**config.mk**
```make
export PLATFORM = sky130hd
export DESIGN_NAME = load_store_unit_flat
export DESIGN_NICKNAME = d
export VERILOG_FILES = /design/src/rtl/load_store_unit_if.sv /design/src/rtl/load_store_unit.sv /design/src/flat_wrapper.sv
export SDC_FILE = /design/constraint.sdc
export NUM_CORES = 1
export LEC_CHECK = 0
export ABC_AREA = 1
export CAP_MARGIN = 20
export CELL_PAD_IN_SITES_DETAIL_PLACEMENT = 1
export CELL_PAD_IN_SITES_GLOBAL_PLACEMENT = 1
export CORE_MARGIN = 5
export CORE_UTILIZATION = 26
export DETAILED_ROUTE_END_ITERATION = 10
export MAX_ROUTING_LAYER = met4
export PLACE_DENSITY = 0.79
export RECOVER_POWER = 50
export SYNTH_ARGS = -nofsm -noshare
export SYNTH_HDL_FRONTEND = slang
export SYNTH_SLANG_ARGS = --single-unit
```
**constraint.sdc**
```tcl
create_clock -name clk -period 2.2 [get_ports clk]
set_input_delay 0.44 -clock clk [delete_from_list [all_inputs] [get_ports clk]]
set_output_delay 0.44 -clock clk [all_outputs]
set_load 0.03 [all_outputs]
```
**src/rtl/load_store_unit_if.sv**
```systemverilog
// Pipeline-side request/response and data-memory signals of the load/store unit.
// The misaligned trap output exists only when LSU_MISALIGN_TRAP_EN is defined.
interface load_store_unit_if;
  logic        req_valid;
  logic        req_ready;
  logic        is_load;
  logic        is_store;
  logic [2:0]  funct3;
  logic [31:0] addr;
  logic [31:0] store_data;
  logic        resp_valid;
  logic [31:0] load_data;
  logic        mem_read;
  logic        mem_wr;
  logic [31:0] mem_addr;
  logic [31:0] mem_wdata;
  logic [31:0] mem_rdata;
`ifdef LSU_MISALIGN_TRAP_EN
  logic        misaligned;

  modport slave (
    input  req_valid, is_load, is_store, funct3, addr, store_data, mem_rdata,
    output req_ready, resp_valid, load_data, mem_read, mem_wr, mem_addr, mem_wdata, misaligned
  );
  modport master (
    output req_valid, is_load, is_store, funct3, addr, store_data, mem_rdata,
    input  req_ready, resp_valid, load_data, mem_read, mem_wr, mem_addr, mem_wdata, misaligned
  );
`else
  modport slave (
    input  req_valid, is_load, is_store, funct3, addr, store_data, mem_rdata,
    output req_ready, resp_valid, load_data, mem_read, mem_wr, mem_addr, mem_wdata
  );
  modport master (
    output req_valid, is_load, is_store, funct3, addr, store_data, mem_rdata,
    input  req_ready, resp_valid, load_data, mem_read, mem_wr, mem_addr, mem_wdata
  );
`endif
endinterface

```
**src/rtl/load_store_unit.sv**
```systemverilog
// RV32I load/store unit: word stores direct, byte/half stores via read-modify-write.
// Define LSU_MISALIGN_TRAP_EN to trap unaligned half/word accesses instead of truncating.
module load_store_unit #(
  parameter int unsigned NUM_WORDS = 1024
) (
  input  logic             clk,
  input  logic             n_rst,
  load_store_unit_if.slave bus
);

  if (NUM_WORDS < 2) begin : g_depth_chk
    $error("load_store_unit: NUM_WORDS must be at least 2");
  end

  typedef enum logic [1:0] {IDLE, LOAD_WAIT, RMW_MERGE} state_t;

  state_t      state_q, state_d;
  logic [29:0] widx_q, widx_d;
  logic [1:0]  off_q, off_d;
  logic [2:0]  f3_q, f3_d;
  logic [15:0] sdat_q, sdat_d;

  logic        kind_ok, f3_legal, accept, mis;
  logic [1:0]  off_eff;

  function automatic logic [31:0] load_extract(input logic [31:0] word,
                                               input logic [1:0]  off,
                                               input logic [2:0]  f3);
    logic [7:0]  b;
    logic [15:0] h;
    b = word[{off, 3'b000} +: 8];
    h = off[1] ? word[31:16] : word[15:0];
    case (f3)
      3'd0:    return {{24{b[7]}}, b};
      3'd1:    return {{16{h[15]}}, h};
      3'd4:    return {24'b0, b};
      3'd5:    return {16'b0, h};
      default: return word;
    endcase
  endfunction

  function automatic logic [31:0] store_merge(input logic [31:0] word,
                                              input logic [1:0]  off,
                                              input logic        is_half,
                                              input logic [15:0] sd);
    logic [31:0] m;
    m = word;
    if (is_half) begin
      if (off[1]) m[31:16] = sd;
      else        m[15:0]  = sd;
    end else begin
      m[{off, 3'b000} +: 8] = sd[7:0];
    end
    return m;
  endfunction

  assign kind_ok  = bus.is_load ^ bus.is_store;
  assign f3_legal = bus.is_load ? (bus.funct3 != 3'd3 && bus.funct3 != 3'd6 && bus.funct3 != 3'd7)
                                : (bus.funct3 <= 3'd2);
  assign accept   = bus.req_valid && (state_q == IDLE) && kind_ok && f3_legal;

  // Natural alignment of the byte offset; halfword keeps addr[1], word forces 0.
  always_comb begin
    case (bus.funct3[1:0])
      2'd1:    off_eff = {bus.addr[1], 1'b0};
      2'd2:    off_eff = 2'b00;
      default: off_eff = bus.addr[1:0];
    endcase
  end

`ifdef LSU_MISALIGN_TRAP_EN
  logic misaligned_q, misaligned_d;

  assign mis = ((bus.funct3[1:0] == 2'd1) && bus.addr[0]) ||
               ((bus.funct3[1:0] == 2'd2) && (bus.addr[1:0] != 2'b00));
  assign misaligned_d   = accept && mis;
  assign bus.misaligned = misaligned_q;

  always_ff @(posedge clk or negedge n_rst) begin
    if (!n_rst) misaligned_q <= 1'b0;
    else        misaligned_q <= misaligned_d;
  end
`else
  assign mis = 1'b0;
`endif

  always_ff @(posedge clk or negedge n_rst) begin
    if (!n_rst) begin
      state_q <= IDLE;
      widx_q  <= '0;
      off_q   <= '0;
      f3_q    <= '0;
      sdat_q  <= '0;
    end else begin
      state_q <= state_d;
      widx_q  <= widx_d;
      off_q   <= off_d;
      f3_q    <= f3_d;
      sdat_q  <= sdat_d;
    end
  end

  always_comb begin
    state_d        = state_q;
    widx_d         = widx_q;
    off_d          = off_q;
    f3_d           = f3_q;
    sdat_d         = sdat_q;
    bus.req_ready  = 1'b0;
    bus.resp_valid = 1'b0;
    bus.load_data  = '0;
    bus.mem_read   = 1'b0;
    bus.mem_wr     = 1'b0;
    bus.mem_addr   = '0;
    bus.mem_wdata  = '0;
    case (state_q)
      IDLE: begin
        bus.req_ready = 1'b1;
        if (accept && !mis) begin
          widx_d       = bus.addr[31:2];
          off_d        = off_eff;
          f3_d         = bus.funct3;
          sdat_d       = bus.store_data[15:0];
          bus.mem_addr = {2'b00, bus.addr[31:2]};
          if (bus.is_load) begin
            bus.mem_read = 1'b1;
            state_d      = LOAD_WAIT;
          end else if (bus.funct3 == 3'd2) begin
            bus.mem_wr    = 1'b1;
            bus.mem_wdata = bus.store_data;
          end else begin
            bus.mem_read = 1'b1;
            state_d      = RMW_MERGE;
          end
        end
      end
      LOAD_WAIT: begin
        bus.resp_valid = 1'b1;
        bus.load_data  = load_extract(bus.mem_rdata, off_q, f3_q);
        state_d        = IDLE;
      end
      RMW_MERGE: begin
        bus.mem_wr    = 1'b1;
        bus.mem_addr  = {2'b00, widx_q};
        bus.mem_wdata = store_merge(bus.mem_rdata, off_q, f3_q[0], sdat_q);
        state_d       = IDLE;
      end
      default: state_d = IDLE;
    endcase
  end

endmodule

```
**src/flat_wrapper.sv**
```systemverilog
// flat-port wrapper written by rule: the top's interface ports become plain ports
module load_store_unit_flat 
#(
  parameter int unsigned NUM_WORDS = 1024
)
  (clk, n_rst, bus_req_valid, bus_is_load, bus_is_store, bus_funct3, bus_addr, bus_store_data, bus_mem_rdata, bus_req_ready, bus_resp_valid, bus_load_data, bus_mem_read, bus_mem_wr, bus_mem_addr, bus_mem_wdata);
  load_store_unit_if bus_i ();
  input  logic clk;
  input  logic n_rst;
  input wire logic [$bits(bus_i.req_valid)-1:0] bus_req_valid;
  input wire logic [$bits(bus_i.is_load)-1:0] bus_is_load;
  input wire logic [$bits(bus_i.is_store)-1:0] bus_is_store;
  input wire logic [$bits(bus_i.funct3)-1:0] bus_funct3;
  input wire logic [$bits(bus_i.addr)-1:0] bus_addr;
  input wire logic [$bits(bus_i.store_data)-1:0] bus_store_data;
  input wire logic [$bits(bus_i.mem_rdata)-1:0] bus_mem_rdata;
  output wire logic [$bits(bus_i.req_ready)-1:0] bus_req_ready;
  output wire logic [$bits(bus_i.resp_valid)-1:0] bus_resp_valid;
  output wire logic [$bits(bus_i.load_data)-1:0] bus_load_data;
  output wire logic [$bits(bus_i.mem_read)-1:0] bus_mem_read;
  output wire logic [$bits(bus_i.mem_wr)-1:0] bus_mem_wr;
  output wire logic [$bits(bus_i.mem_addr)-1:0] bus_mem_addr;
  output wire logic [$bits(bus_i.mem_wdata)-1:0] bus_mem_wdata;
  assign bus_i.req_valid = bus_req_valid;
  assign bus_i.is_load = bus_is_load;
  assign bus_i.is_store = bus_is_store;
  assign bus_i.funct3 = bus_funct3;
  assign bus_i.addr = bus_addr;
  assign bus_i.store_data = bus_store_data;
  assign bus_i.mem_rdata = bus_mem_rdata;
  assign bus_req_ready = bus_i.req_ready;
  assign bus_resp_valid = bus_i.resp_valid;
  assign bus_load_data = bus_i.load_data;
  assign bus_mem_read = bus_i.mem_read;
  assign bus_mem_wr = bus_i.mem_wr;
  assign bus_mem_addr = bus_i.mem_addr;
  assign bus_mem_wdata = bus_i.mem_wdata;
  load_store_unit #(.NUM_WORDS(NUM_WORDS)) u_core (.clk(clk), .n_rst(n_rst), .bus(bus_i));
endmodule
```
==> metrics.cfg <==
[cells_and_area]
final_nets = 1203
layout_common_cells = nand2_1 (201), clkdlybuf4s50_1 (97), buf_4 (77)
layout_commonest_cell = nand2_1
fill_cells = 2168
drive_gt1_frac = 0.398
area_growth_pct = 101
multi_input_area_um2 = 3950
final-seq-area_um2 = 1330

[setup_path]
cp.required_ns = 1.76
worstRegToRegCells = 10
cp_max_fo = 13
worst-setup-path-type = flop to primary output
regToRegStartpoint = u_core.state_q[1]
crit_path_end_kind = primary output
startpoint_type = flop
critical_path.reg2reg.endpoint = u_core.widx_q[23]
crit_end = bus_mem_wdata[6]
r2r_slack_ns = 0.27
cp-startpoint = u_core.off_q[1]
arrival_ns = 2.01

[timing]
rsz0062_at_grt = true
timing.final.crit_share = 1.12
finClkSkew_ns = 0.00723
max_freq_mhz = 408
finalSetupViolCount = 79
slew_viol_final = 0
maxSlewHeadroom = 0.122
holdWs_ns = 0.412
min_period_ns = 2.45
finalWorstSetupSlack_ns = -0.254
hold_viol = 0
worstMarginPinSlew_ns = 1.32

[power_and_ir_drop]
power_density_nw_per_um2 = 585
p_leak_uw = 0.00451
power_uw = 5800
ir_drop_v = 0.000373

[detailed_routing]
drc_errors = 0
drt_iter0_markers = 437
final_antenna_net_count = 0
firstDrtPassIters = 5
wl_per_cell_um = 20.1
vias_per_cell = 5.17
wirelength_um = 26700
vias = 6881

[grt]
grt_util_all_layers = 0.223
antenna_found_initial = 4
grt_max_degree = 39
grt_pass1_wl_um = 38000
grt_pass1_vias = 6856
globalRouteOverflowTotal = 0

[die]
placementRows = 50
die-area_um2 = 21900
die_x_um = 148
io_pins = 204
start_util = 0.264
design.core.area_um2 = 18700
die_y_um = 148

[synth]
yosys_warnings = 0
ys_ff_latch = 53
synth_edf_count = 0
yosys_most_used_dff = dfrtp_1
ys_seq_area_frac = 0.268
avgSynthCellArea_um2 = 6.04
synth_area_um2 = 4940
synth_cells = 818
synthArstFlopShare = 1.00
synth.distinct_cells = 32

[cts]
cts_tree = built
hold_buffers = 0
path_clk_slew_ns = 0.08
cts.sinks = 53
root_buffer = clkbuf_16
cts_buffers = 5
clk_latency_ns = 0.29
cts_buffer_depth = 2
cts_max_level = 2

[run_status]
status = finished, violations left
violations = negative setup slack

[place]
finalWeightedCongestion = 0.869
portBuffers = 201
dp_hpwl_um = 17600

[flow_run]
max_cap_viol_count = 0

[worst_hold_path]
holdCritPathClass = primary input to async pin

## critical path, cell delays in order (launching register included)
cell       delay [ns]
dfrtp_1          0.39
inv_2            0.08
buf_8            0.15
buf_12           0.12
bufbuf_16        0.27
o211ai_1         0.35
nand3_4          0.14
nand2_4          0.09
buf_12           0.11
## state kept, by name (all words and copies together) (netlist names)
name / count
u_core.f3_q: 3
u_core.widx_q: 30
u_core.sdat_q: 16
u_core.state_q: 2
u_core.off_q: 2
## power by group
group | total [µW] | switching (µW) | internal [µW]
Sequential | 1400 | 226 | 1170
Clock | 934 | 365 | 570
Combinational | 3470 | 1920 | 1550
## cells by family (layout without fill, tap and decap cells)
family | after synthesis | after routing | share of synthesized area
AO/OA/AOI/OAI | 181 | 181 | 0.199
adder cells (fa/ha/maj) | 8 | 8 | 0.0202
buffers and inverters | 143 | 416 | 0.130
flip-flops | 53 | 53 | 0.268
other | 1 | 6 | 0.000758
AND/OR/NAND/NOR | 432 | 432 | 0.382
## metal layers
layer / vias to the layer above / GRT usage / part of all wire
li1: 3201 / - / -
met1: 3319 / 0.276 / 0.40
met2: 311 / 0.373 / 0.50
met3: 50 / 0.0518 / 0.076
met4: 0 / 0.0490 / 0.026
met5: - / - / 0
## layout make-up
type / count / area share
flip-flops and latches: 53 / 0.134
clock inverters: 1 / 0.00303
clock buffers: 7 / 0.0144
inverters: 89 / 0.0369
repair buffers: 319 / 0.383
well taps: 234 / 0.0295
diodes: 4 / 0.00101
multi-input cells: 623 / 0.398
## Yosys cell counts, types with 2 or more instances
| library cell | n | area [µm²] |
|---|---|---|
| nand2_1 | 259 | 972 |
| o21ai_0 | 97 | 485 |
| nand3_1 | 84 | 420 |
| inv_1 | 80 | 300 |
| nor2_1 | 59 | 221 |
| dfrtp_1 | 53 | 1330 |
| a21oi_1 | 47 | 235 |
| o211ai_1 | 25 | 188 |
| buf_2 | 21 | 105 |
| clkbuf_1 | 20 | 75.1 |
| nor2_4 | 11 | 124 |
| ha_1 | 8 | 100 |
| inv_2 | 7 | 26.3 |
| buf_4 | 6 | 45.0 |
| o21ai_1 | 6 | 30.0 |
| buf_6 | 5 | 56.3 |
| nand2_2 | 4 | 25.0 |
| nor3_1 | 4 | 20.0 |
| a211oi_1 | 3 | 22.5 |
| nand3_2 | 3 | 30.0 |
| nor2_2 | 3 | 18.8 |
| a22oi_1 | 2 | 15.0 |
| nor3_2 | 2 | 20.0 |
## worst min path at each step
stage	startpoint	end	depth (start not counted)
after floorplan	n_rst	u_core.f3_q[0]	0
after CTS	n_rst	u_core.widx_q[1]	1
after global placement	n_rst	u_core.widx_q[9]	1
after global routing	bus_funct3[0]	u_core.f3_q[0]	3
after detailed placement	n_rst	u_core.widx_q[9]	1
final	n_rst	u_core.widx_q[9]	1
## through the flow
step	TNS [ns]	cell area, µm²	worst slack (ns)	utilization	cells
floorplan	-3.70	5000	-0.136	-	819
global placement	-28.23	7900	-0.449	0.422	1278
detailed placement	-32.71	7900	-0.467	0.422	1278
CTS	-6.75	9160	-0.161	0.490	1310
global route	-16.53	9910	-0.351	0.530	1330
finish	-10.31	9910	-0.254	0.530	1330
## repair_timing
action	4_1_cts	5_1_grt
pin swaps	47	59
endpoints found under the hold margin	0	0
setup endpoints to repair	97	97
setup buffers	17	15
resized for setup	228	155
gates cloned	7	3
(Power assumes the default switching activity.)
